File: config.mk
export PLATFORM = sky130hd
export DESIGN_NAME = dsp_boot_sequencer
export DESIGN_NICKNAME = d
export VERILOG_FILES = /design/src/rtl/dsp_boot_sequencer.sv
export SDC_FILE = /design/constraint.sdc
export NUM_CORES = 1
export LEC_CHECK = 0
export BUFFER_PORTS_ARGS = -buffer_cell sky130_fd_sc_hd__buf_2
export CORE_MARGIN = 2
export CORE_UTILIZATION = 45
export DETAILED_ROUTE_END_ITERATION = 7
export HOLD_SLACK_MARGIN = 0.02
export PLACE_DENSITY = 0.74
export SLEW_MARGIN = 20
export SYNTH_ARGS = -nofsm -noshare
export SYNTH_HDL_FRONTEND = slang
export SYNTH_SLANG_ARGS = --single-unit
export TNS_END_PERCENT = 10
File: constraint.sdc
create_clock -name CLK -period 2.95 [get_ports CLK]
set_clock_uncertainty 0.15 [all_clocks]
set_input_delay 0.4425 -clock CLK [delete_from_list [all_inputs] [get_ports CLK]]
set_output_delay 0.4425 -clock CLK [all_outputs]
set_load 0.01 [all_outputs]
File: src/rtl/dsp_boot_sequencer.sv
// Boot sequencer for the two BF561 DSPs on the DSP_cPCI board.
// Both DSPs are held in reset while a stable BMODE strap is driven. Reset is
// then released, the sequencer waits for both boot-done GPIOs, and it retries
// on timeout. The final READY or FAIL status goes to the board controller.
// DSP0 and DSP1 share one reset and one strap, so their outputs are identical.
module dsp_boot_sequencer #(
    parameter int unsigned RESET_HOLD_CYCLES   = 1000,
    parameter int unsigned BOOT_TIMEOUT_CYCLES = 5000000,
    parameter int unsigned MAX_RETRIES         = 3,
    parameter int unsigned CNT_WIDTH           = 24,
    parameter bit          AUTO_START          = 1'b1
) (
    input  logic       CLK,
    input  logic       RST,
    input  logic       START,
    input  logic [1:0] BMODE_SEL,
    input  logic       DSP0_BOOT_DONE,
    input  logic       DSP1_BOOT_DONE,
    output logic       DSP0_RESETn,
    output logic       DSP1_RESETn,
    output logic [1:0] DSP0_BMODE,
    output logic [1:0] DSP1_BMODE,
    output logic       BUSY,
    output logic       READY,
    output logic       FAIL,
    output logic [1:0] RETRY_COUNT
);

    localparam logic [CNT_WIDTH-1:0] CNT_ZERO  = {CNT_WIDTH{1'b0}};
    localparam logic [CNT_WIDTH-1:0] CNT_ONE   = CNT_WIDTH'(32'd1);
    localparam logic [CNT_WIDTH-1:0] CNT_MAX   = {CNT_WIDTH{1'b1}};
    localparam logic [CNT_WIDTH-1:0] HOLD_LAST = CNT_WIDTH'(RESET_HOLD_CYCLES - 32'd1);
    localparam logic [CNT_WIDTH-1:0] TMO_LAST  = CNT_WIDTH'(BOOT_TIMEOUT_CYCLES - 32'd1);
    localparam logic [1:0]           RETRY_MAX = 2'(MAX_RETRIES);

    typedef enum logic [2:0] {
        ST_IDLE       = 3'd0,
        ST_ASSERT_RST = 3'd1,
        ST_WAIT_BOOT  = 3'd2,
        ST_DONE       = 3'd3,
        ST_FAILED     = 3'd4
    } state_t;

    state_t               state_r;
    state_t               state_nxt_s;
    logic [CNT_WIDTH-1:0] cnt_r;
    logic [CNT_WIDTH-1:0] cnt_nxt_s;
    logic [1:0]           retry_r;
    logic [1:0]           retry_nxt_s;
    logic [1:0]           bmode_r;
    logic [1:0]           bmode_nxt_s;
    logic                 resetn_r;
    logic                 resetn_nxt_s;
    logic                 busy_r;
    logic                 busy_nxt_s;
    logic                 ready_r;
    logic                 ready_nxt_s;
    logic                 fail_r;
    logic                 fail_nxt_s;
    logic [1:0]           sync0_r;
    logic [1:0]           sync1_r;
    logic                 auto_pend_r;
    logic                 start_evt_s;
    logic                 done_ok_s;

    // Increment that sticks at all-ones instead of wrapping back to zero.
    function automatic logic [CNT_WIDTH-1:0] sat_inc(input logic [CNT_WIDTH-1:0] v);
        if (v == CNT_MAX) begin
            return v;
        end else begin
            return v + CNT_ONE;
        end
    endfunction

    // Bring the asynchronous boot-done GPIOs into CLK through two flops each.
    always_ff @(posedge CLK) begin
        if (RST) begin
            sync0_r <= 2'b00;
            sync1_r <= 2'b00;
        end else begin
            sync0_r <= {sync0_r[0], DSP0_BOOT_DONE};
            sync1_r <= {sync1_r[0], DSP1_BOOT_DONE};
        end
    end

    assign done_ok_s = sync0_r[1] & sync1_r[1];

    // Mark the first cycle after reset release so that auto-start fires once.
    always_ff @(posedge CLK) begin
        if (RST) begin
            auto_pend_r <= AUTO_START;
        end else begin
            auto_pend_r <= 1'b0;
        end
    end

    // Decide whether a start event happens: START only in the idle states, or the auto-start pulse.
    always_comb begin
        start_evt_s = 1'b0;
        case (state_r)
            ST_IDLE:   start_evt_s = START | auto_pend_r;
            ST_DONE:   start_evt_s = START;
            ST_FAILED: start_evt_s = START;
            default:   start_evt_s = 1'b0;
        endcase
    end

    // Compute next state, counter, retry count and latched strap.
    always_comb begin
        state_nxt_s = state_r;
        cnt_nxt_s   = cnt_r;
        retry_nxt_s = retry_r;
        bmode_nxt_s = bmode_r;
        case (state_r)
            ST_IDLE, ST_DONE, ST_FAILED: begin
                if (start_evt_s) begin
                    state_nxt_s = ST_ASSERT_RST;
                    cnt_nxt_s   = CNT_ZERO;
                    retry_nxt_s = 2'b00;
                    bmode_nxt_s = BMODE_SEL;
                end else begin
                    state_nxt_s = state_r;
                end
            end
            ST_ASSERT_RST: begin
                if (cnt_r >= HOLD_LAST) begin
                    state_nxt_s = ST_WAIT_BOOT;
                    cnt_nxt_s   = CNT_ZERO;
                end else begin
                    cnt_nxt_s = sat_inc(cnt_r);
                end
            end
            ST_WAIT_BOOT: begin
                if (done_ok_s) begin
                    state_nxt_s = ST_DONE;
                    cnt_nxt_s   = CNT_ZERO;
                end else if (cnt_r >= TMO_LAST) begin
                    cnt_nxt_s = CNT_ZERO;
                    if (retry_r < RETRY_MAX) begin
                        retry_nxt_s = retry_r + 2'b01;
                        state_nxt_s = ST_ASSERT_RST;
                    end else begin
                        state_nxt_s = ST_FAILED;
                    end
                end else begin
                    cnt_nxt_s = sat_inc(cnt_r);
                end
            end
            default: begin
                state_nxt_s = ST_IDLE;
                cnt_nxt_s   = CNT_ZERO;
            end
        endcase
    end

    // Decode the outputs from the next state so that the registered outputs line up with state_r.
    always_comb begin
        resetn_nxt_s = 1'b0;
        busy_nxt_s   = 1'b0;
        ready_nxt_s  = 1'b0;
        fail_nxt_s   = 1'b0;
        case (state_nxt_s)
            ST_ASSERT_RST: busy_nxt_s = 1'b1;
            ST_WAIT_BOOT: begin
                busy_nxt_s   = 1'b1;
                resetn_nxt_s = 1'b1;
            end
            ST_DONE: begin
                ready_nxt_s  = 1'b1;
                resetn_nxt_s = 1'b1;
            end
            ST_FAILED: fail_nxt_s = 1'b1;
            default:   resetn_nxt_s = 1'b0;
        endcase
    end

    // State, counter and registered outputs; RST parks the DSPs in reset with the SPI-master strap.
    always_ff @(posedge CLK) begin
        if (RST) begin
            state_r  <= ST_IDLE;
            cnt_r    <= CNT_ZERO;
            retry_r  <= 2'b00;
            bmode_r  <= 2'b11;
            resetn_r <= 1'b0;
            busy_r   <= 1'b0;
            ready_r  <= 1'b0;
            fail_r   <= 1'b0;
        end else begin
            state_r  <= state_nxt_s;
            cnt_r    <= cnt_nxt_s;
            retry_r  <= retry_nxt_s;
            bmode_r  <= bmode_nxt_s;
            resetn_r <= resetn_nxt_s;
            busy_r   <= busy_nxt_s;
            ready_r  <= ready_nxt_s;
            fail_r   <= fail_nxt_s;
        end
    end

    assign DSP0_RESETn = resetn_r;
    assign DSP1_RESETn = resetn_r;
    assign DSP0_BMODE  = bmode_r;
    assign DSP1_BMODE  = bmode_r;
    assign BUSY        = busy_r;
    assign READY       = ready_r;
    assign FAIL        = fail_r;
    assign RETRY_COUNT = retry_r;

endmodule

== Word-level counts from Yosys, hierarchy flattened ==
Index checks and enable logic that the tools add are counted.

* Bits in latches: 0
* Memories: 0
* Output and inout bits: 11
* Bits of input ports: 7
* Memory bits (read-only): 0
* Bits in registers: 40
* Bits in writable memories: 0

* Divide/modulo/power cells: 0
* Shifts and indexed selects: 0
* Multipliers: 0
* Equal/unequal tests: 13
* Reduce and logical (&&, ||, !) cells: 8
* Add/sub/neg operators: 2
* Mux-type cells: 23
* Order comparisons: 3
* Bitwise logic cells: 2

{| class="wikitable"
|+ Operators by type and width
! cell !! count
|-
| two-way mux 24 bit || 5
|-
| case mux 24 bit (3 select lines) || 1
|-
| adder 24 x 1 -> 24 bit, second input constant || 1
|-
| equality test 24 bit, second input constant || 1
|-
| >= comparator 24 x 10 -> 1 bit, second input constant || 1
|-
| >= comparator 24 x 23 -> 1 bit, second input constant || 1
|-
| two-way mux 3 bit || 5
|-
| equality test 3 x 2 -> 1 bit, second input constant || 4
|-
| case mux 3 bit (3 select lines) || 1
|-
| two-way mux 2 bit || 4
|-
| != test 2 bit, second input constant || 4
|-
| equality test 3 x 1 -> 1 bit, second input constant || 2
|-
| equality test 3 bit, second input constant || 2
|-
| OR reduction 2 bit || 3
|-
| two-way mux 1 bit || 5
|-
| AND reduction 5 bit || 1
|-
| case mux 2 bit (2 select lines) || 1
|-
| logical NOT 3 bit || 1
|-
| OR reduction 3 bit || 1
|-
| adder 2 x 1 -> 2 bit, second input constant || 1
|-
| < comparator 2 bit, second input constant || 1
|-
| case mux 1 bit (2 select lines) || 1
|-
| AND reduction 2 bit || 1
|-
| nonzero test 2 bit || 1
|-
| 2 further kinds || 2
|}

== Depth between registers and ports, before layout ==
Gate-level depths: netlist of run 1.

* Depth in word-level cells: 8
* Depth in mapped cells: 11
* Depth with buffers taken out: 8

== Worst setup path after synthesis of run 1 ==
No wires, ideal clock.

* Kind: reg2reg
* From: register cnt_r[13]
* To: register cnt_r[13]
* Cell stages (with the launch flop): 10
* Required time: 2671 ps
* Slack: 626 ps
* Setup time: 129 ps
* Path buffers: 3
* Clock period less this slack: 2324 ps
* Arrival: 2044 ps
* Path through: dfxtp_1 -> buf_6 -> or4_4 -> nor4_2 -> o31a_2 -> buf_6 -> buf_2 -> a21oi_1 -> o211ai_1 -> o41ai_2

* Word-level cells in the longest chain between the ends: 5
* Elaborated cells on any way between the ends: 9

{| class="wikitable"
|+ RTL lines
! what !! RTL line !! RTL
|-
| start, declared || 46 || <nowiki>logic [CNT_WIDTH-1:0] cnt_r;</nowiki>
|-
| start signal, assigned || 190 || <nowiki>cnt_r <= cnt_nxt_s;</nowiki>
|-
| adder 24 x 1 -> 24 bit / equality test 24 bit (equally long branches) || 71, 68 ||
|-
| two-way mux 24 bit || 68 || <nowiki>if (v == CNT_MAX) begin</nowiki>
|-
| two-way mux 24 bit || 137 || <nowiki>end else if (cnt_r >= TMO_LAST) begin</nowiki>
|-
| two-way mux 24 bit || 134 || <nowiki>if (done_ok_s) begin</nowiki>
|-
| case mux 24 bit (3 select lines) (*) || 114 || <nowiki>case (state_r)</nowiki>
|}

Every way passes the cells marked *; elsewhere a longest branch is shown, timed or not.
A chain may end at the register's enable or synchronous reset.

== Worst setup path after layout of run 1 ==
* From: register cnt_r[12]
* To: register cnt_r[18]

Same word-level chain as after synthesis.

==> results of run 1 <==
## how the worst max path moves through the flow
| stage | startpoint | endpoint | slack, ns | cells after the start |
|---|---|---|---|---|
| after floorplan | cnt_r[13] | cnt_r[13] | 0.63 | 9 |
| after global routing | cnt_r[12] | cnt_r[9] | 0.08 | 5 |
| after CTS | cnt_r[12] | cnt_r[9] | 0.24 | 5 |
| final | cnt_r[12] | cnt_r[18] | 0.23 | 6 |
| after detailed placement | cnt_r[12] | cnt_r[18] | 0.26 | 6 |
| after global placement | cnt_r[12] | cnt_r[18] | 0.35 | 6 |
## state kept, by name (all words and copies together), names as in the netlist
register / cells
sync0_r: 2
READY: 1
RETRY_COUNT: 2
DSP0_BMODE: 2
sync1_r: 2
FAIL: 1
state_r: 3
cnt_r: 24
auto_pend_r: 1
DSP0_RESETn: 1
BUSY: 1
## routing by layer
layer | GRT usage, % | part of all wire [%] | wire length (microns) | vias up
li1 | - | - | - | 1036
met1 | 25.3 | 47 | 2250 | 941
met2 | 31.1 | 46 | 2170 | 50
met3 | 3.66 | 5.2 | 249 | 8
met4 | 8.89 | 1.8 | 87 | 0
met5 | 0 | 0 | 0 | -
## cells by family (layout without fill, tap and decap cells)
logic type / after synthesis / in the layout / synth area share, %
AO/OA/AOI/OAI: 78 / 78 / 22.2
adder cells (fa/ha/maj): 2 / 2 / 1.13
buffers and inverters: 26 / 31 / 5.79
flip-flops: 40 / 40 / 36.3
multiplexers: 4 / 4 / 1.82
AND/OR/NAND/NOR: 128 / 128 / 32.7
## cell usage in the layout, fill, tap and decap left out, drive strengths merged, types with 2 or more instances in the layout
cell and n:
o31ai 2, a311oi 2, clkbuf 8, nand3 11
nor3 4, or3 12, a211o 2, nor2b 9
a21oi 25, ha 2, a31oi 6, nand3b 2
a211oi 2, nand2b 4, o21a 3, and3 5
buf 20, mux2i 4, o211ai 3, o21ai 21
dfxtp 40, nor4 2, and2 7, nor2 22
inv 3, nand2 24, nand4 12, nor4b 2
nor3b 2, or4 4, and4 4, a21o 3
## cell type report
type | count | area [sq um]
fill | 460 | 2350
multi-input combinational | 212 | 1280
sequential | 40 | 801
timing repair buffer | 20 | 108
clock buffer | 8 | 90.1
tap | 67 | 83.8
inverter | 3 | 11.3
## worst max-delay path, stage by stage (launching register included)
cell	delay, ns
sky130_fd_sc_hd__dfxtp_1	0.40
sky130_fd_sc_hd__or4_4	0.57
sky130_fd_sc_hd__nor4b_4	0.28
sky130_fd_sc_hd__nand4_1	0.15
sky130_fd_sc_hd__o31a_2	0.34
sky130_fd_sc_hd__or3_1	0.47
sky130_fd_sc_hd__o31ai_1	0.24
## report_power, final
part           internal, mW  switching (mW)  leakage [nW]  total [mW]
sequential            0.549         0.00747         0.325       0.557
combinational        0.0323          0.0557         0.496      0.0879
clock                 0.191           0.188        0.0455       0.379
## per-stage QoR
stage	power (mW)	hold WS (ns)	util, %	instances	instance area (sq um)
3_5_place_dp	0.657	0.277	48.3	342	2280
4_1_cts	1.03	0.200	50.2	350	2370
2_1_floorplan	0.638	0.264	-	278	2210
3_3_place_gp	0.655	0.270	48.3	342	2280
5_1_grt	1.06	0.228	50.2	350	2370
6_report	1.02	0.201	50.2	350	2370
==> impl_results.md, run 1 <==
* Max capacitance violation total at 0
* Die extent in x at 74.0 microns
* Clock insertion delay at the later pin of the skew report at around 0.29 ns
* IO Count at 18
* Number of hold buffers added after cts at 0
* CTS Buffer Depth at 2
* Cells taking the most area after synthesis: sky130_fd_sc_hd__dfxtp_1 36%, sky130_fd_sc_hd__a21oi_1 5.7%, sky130_fd_sc_hd__o21ai_0 4.8%, sky130_fd_sc_hd__nand2_1 4.1%, sky130_fd_sc_hd__nor2_1 3.7%
* Syn avg cell area at 7.93 sq um
* Crit-path max FO at 42
* Number of flip-flops and latches in the synthesized netlist at 40
* Final critical delay including setup and external delays at approximately 2.7 ns
* Number of placement rows at 25
* Starting utilization of the core area at between 40% and 50%
* Arrival time at the worst endpoint at between 2 and 3 ns
* Normalized max-slew margin at 54.4%
* Area overhead of the layout relative to synthesis at 7.49%
* Post-synthesis sequential area ratio at 36.3%
* Dpl ws at ~0.26 ns
* Residual DRC count at 0
* HPWL after detailed placement at 3260 microns
* Period Utilization, post-route at 92.0%
* Post-Syn Nets at ~290
* Gp weighted congestion at roughly 0.9
* End of the worst hold path: sync1_r[0]
* Worst R2R Path Depth at 6
* Outcome: completed
* Unrepaired setup endpoints after global routing: no
* Power per standard cell area at around 430 nW/um^2
* Die Y-Extent at ~74 microns
* Worst flop-to-flop path endpoint: cnt_r[18]
* Total congestion overflow after global routing at 0
* WL per Instance at 13.6 microns
* First-pass GRT wire length at 8200 microns
* Clock-pin slew reported for the worst setup and hold paths after clock tree synthesis at 0.07 ns
* Number of max-slew violations in the final report at 0
* Distinct cells, synth at between 40 and 50
* Worst hold start: DSP1_BOOT_DONE
* Number of H-tree levels at 2
* Aggregate global-route resource usage at 19.4%
* Length of the first detailed-routing pass in iterations at 5
* Crit start category: register
* Via count of the first global-routing pass at between 1.5k and 2k
* Prevailing post-synth register cell: sky130_fd_sc_hd__dfxtp_1
* Total Wirelength at roughly 4800 microns
* Number of sinks driven by the clock tree at 40
* Setup TNS Final at 0 ns
* Endpoint type of the worst setup path: register
* Most frequently used cell type in the post-synthesis netlist: sky130_fd_sc_hd__dfxtp_1
* Path class of the lowest-slack min-delay path: primary input to register
* TritonCTS clock tree: yes
* Post-route worst setup slack at between 0.2 and 0.25 ns
* Pin count of the biggest net entering global routing at 43
* Worst ir drop on vdd at approximately 0.00026 V
* Cell Area, Synth at 2210 sq um
* # diodes at 0
* Post-synth EDFFs at 0
* Final count of negative-setup-slack endpoints at 0
* Antenna Violating Nets Remaining at 0
* Class of the most critical setup path: register to register
* Ranking of synthesized cells by instance count: 40 x sky130_fd_sc_hd__dfxtp_1, 25 x sky130_fd_sc_hd__a21oi_1, 24 x sky130_fd_sc_hd__nand2_1
* Proportion of register bits with asynchronous set or reset after synthesis at 0%
* Worst reg-to-reg setup slack at around 0.23 ns
* Timing-limited maximum frequency at about 370 MHz
* Clock root cell: sky130_fd_sc_hd__clkbuf_8
* Number of buffers created by CTS at 5
* Synthesized instance count at 278
* Area share of the leading cell type in the synthesized netlist at between 30% and 40%
* LEAKAGE at ~0.87 nW
* Hold path depth at 2
* Total via count in the routed design at between 2k and 2.5k
* Initial antenna violation count at 0
* Cell type contributing the most total cell area after synthesis: sky130_fd_sc_hd__dfxtp_1
* Final Hold Fails at 0
* Warning count from the yosys run at 0
* Fraction of layout instances using a drive strength above 1 at 11.7%
* Total Nets Final at slightly below 300
* Iter 0 DRT Violations at between 150 and 200
* Reg2Reg Launch Point: cnt_r[12]
* CORE AREA at approximately 4700 sq um
* Number of gates resized after CTS at 0
* Die Area at ~5500 sq um
* # port buffers at 17
* Required time worst endpoint at ~3.0 ns
* Detailed-route vias per instance at about 5.8
* Actual slew at the worst max-slew pin at 0.684 ns
* Post-CTS setup buffer count at 0
No activity file was read; power rests on OpenSTA's default activity.
==> run 2: changes to the inputs <==
--- a/config.mk
+++ b/config.mk
@@ -6,11 +6,13 @@
 export NUM_CORES = 1
 export LEC_CHECK = 0
 export BUFFER_PORTS_ARGS = -buffer_cell sky130_fd_sc_hd__buf_2
+export CAP_MARGIN = 40
 export CORE_MARGIN = 2
 export CORE_UTILIZATION = 45
 export DETAILED_ROUTE_END_ITERATION = 7
 export HOLD_SLACK_MARGIN = 0.02
 export PLACE_DENSITY = 0.74
+export REMOVE_ABC_BUFFERS = 1
 export SLEW_MARGIN = 20
 export SYNTH_ARGS = -nofsm -noshare
 export SYNTH_HDL_FRONTEND = slang
==> run 2 against run 1 <==
Global-route usage barely moved. Largest cell class unchanged. Power rose by 7.6%. Register-to-register slack improved by 0.08 ns. Die area did not move. Setup slack improved by 0.078 ns. Non-clock buffer count rose by 1. Flip-flop and latch count did not move. Largest power group unchanged. Cell count rose by 0.29%. Utilization rose by 0.85 points. Routed wire length rose by 1.1%.
==> impl_results.md, run 2 (synthesized netlist as in run 1, its figures left out) <==
* Timing-limited maximum frequency at 379 MHz (+3.0%)
* Top library cells by usage in the layout, fill and taps aside: 40 x sky130_fd_sc_hd__dfxtp_1, 25 x sky130_fd_sc_hd__a21oi_1, 24 x sky130_fd_sc_hd__nand2_1, 22 x sky130_fd_sc_hd__nor2_1, 21 x sky130_fd_sc_hd__o21ai_0
* Crit start category: register
* Path class of the lowest-slack min-delay path: primary input to register
* Met2 wirelength from detailed routing at 2220 microns (+2.3%)
* Leading registers by flop count: cnt_r x24, state_r x3
* Normalized max-slew margin at 67.6% (+13 points)
* Crit-path max FO at 42 (unchanged)
* Actual slew at the worst max-slew pin at 0.484 ns (-0.199 ns)
* Starting utilization of the core area at 46.7% (unchanged)
* # diodes at 0 (unchanged)
* Setup TNS Final at 0 ns (unchanged)
* HPWL after detailed placement at 3280 microns (+0.51%)
* # port buffers at 17 (unchanged)
* Clock-pin slew reported for the worst setup and hold paths after clock tree synthesis at 0.08 ns (about the same)
* Class of the most critical setup path: register to register
* Worst ir drop on vdd at 0.000238 V (-7.3%)
* Pin count of the biggest net entering global routing at 43 (unchanged)
* CTS Buffer Depth at 2 (unchanged)
* Final critical delay including setup and external delays at 2.64 ns (-0.0779 ns)
* Post-CTS setup buffer count at 0 (unchanged)
* Number of H-tree levels at 2 (unchanged)
* Dpl ws at 0.231 ns (-0.0253 ns)
* Final count of negative-setup-slack endpoints at 0 (unchanged)
* Via count of the first global-routing pass at 1789 (-3.2%)
* Length of the first detailed-routing pass in iterations at 4 (-1)
* TritonCTS clock tree: yes
* Unrepaired setup endpoints after global routing: no
* Die Area at 5480 sq um (unchanged)
* Number of max-slew violations in the final report at 0 (unchanged)
* Die extent in x at 74.0 microns (unchanged)
* Post-route worst setup slack at 0.312 ns (+0.0779 ns)
* Antenna Violating Nets Remaining at 0 (unchanged)
* Top sig layer: met4
* Number of hold buffers added after cts at 0 (unchanged)
* Clock insertion delay at the later pin of the skew report at 0.29 ns (about the same)
* WL per Instance at 13.7 microns (+0.76%)
* CORE AREA at 4720 sq um (unchanged)
* Total Wirelength at 4810 microns (+1.1%)
* Total congestion overflow after global routing at 0 (unchanged)
* Residual DRC count at 0 (unchanged)
* Max capacitance violation total at 0 (unchanged)
* Register with the most flip-flops: cnt_r
* Total Nets Final at 292 (+0.34%)
* Power after layout at 1.10 mW (+7.6%)
* Flip-flop count of the largest register after layout at 24 (unchanged)
* Fraction of layout instances using a drive strength above 1 at 12.7% (+1.0 points)
* Area overhead of the layout relative to synthesis at 9.30%
* Number of placement rows at 25 (unchanged)
* Most common library cell in the layout ignoring fill and taps: sky130_fd_sc_hd__dfxtp_1
* Detail Route met3 WL at 160 microns (-36%)
* Total via count in the routed design at 2012 (-1.1%)
* Power per standard cell area at 457 nW/um^2 (+5.8%)
* Number of gates resized after CTS at 0 (unchanged)
* Period Utilization, post-route at 89.4% (-2.6 points)
* Die Y-Extent at 74.0 microns (unchanged)
* M1 WL at 2350 microns (+4.2%)
* Final instance area at 2410 sq um (+1.7%)
* Arrival time at the worst endpoint at 2.69 ns (-0.08 ns)
* Detailed-route vias per instance at 5.73 (-1.4%)
* Sequential cell area at 801 sq um (unchanged)
* Initial antenna violation count at 0 (unchanged)
* Required time worst endpoint at 3.00 ns (about the same)
* Fillers at 453 (-1.5%)
* Endpoint type of the worst setup path: register
* Final Hold Fails at 0 (unchanged)
* LEAKAGE at 0.884 nW (+2.1%)
* IO Count at 18 (unchanged)
* Aggregate global-route resource usage at 19.4% (+0.029 points)
* First-pass GRT wire length at 8290 microns (+1.2%)
* Gp weighted congestion at 0.821 (-9.6%)
* Placed Instance Area at 2290 sq um (+0.33%)
* Area of the multi-input gates at 1280 sq um (+0.59%)
* Clock root cell: sky130_fd_sc_hd__clkbuf_8
* Number of sinks driven by the clock tree at 40 (unchanged)
* Outcome: completed
* Number of buffers created by CTS at 5 (unchanged)
* Iter 0 DRT Violations at 206 (+21%)
-- run 2: power breakdown --
part           switching, mW  internal, mW  total, mW
combinational         0.0556        0.0340     0.0896
sequential           0.00752         0.549      0.556
clock                  0.200         0.255      0.455
-- run 2: worst paths after layout --
check,depth (start not counted),to,slack [ns],start
max,6,cnt_r[18],0.31,cnt_r[12]
min,2,sync0_r[0],0.20,DSP0_BOOT_DONE
max reg2reg,6,cnt_r[18],0.31,cnt_r[12]
min reg2reg,1,sync1_r[1],0.29,sync1_r[0]
-- run 2: layout make-up --
type                    count  area share, %
repair buffers             21           4.77
multi-input cells         212           53.3
well taps                  67           3.48
clock inverters             3           1.92
flip-flops and latches     40           33.2
inverters                   3          0.467
clock buffers               5           2.85
-- run 2: critical path, stage by stage, from the launching register on --
cell and delay [ns]:
sky130_fd_sc_hd__dfxtp_1 0.40, sky130_fd_sc_hd__or4_4 0.57, sky130_fd_sc_hd__nor4b_4 0.28, sky130_fd_sc_hd__nand4_1 0.17
sky130_fd_sc_hd__o31a_4 0.28, sky130_fd_sc_hd__or3_1 0.44, sky130_fd_sc_hd__o31ai_1 0.26
-- run 2: per-stage QoR --
stage | std cells | util [%] | hold slack, ns
global placement | 343 | 48.5 | 0.272
detailed placement | 343 | 48.5 | 0.276
CTS | 351 | 50.9 | 0.196
floorplan | 255 | - | 0.264
finish | 351 | 51.0 | 0.204
global route | 351 | 51.0 | 0.212
-- run 2: per-layer routing --
layer	GRT usage, %	vias up
met5	0	-
met4	7.47	0
met3	3.25	6
met2	30.7	42
met1	26.5	931
li1	-	1033
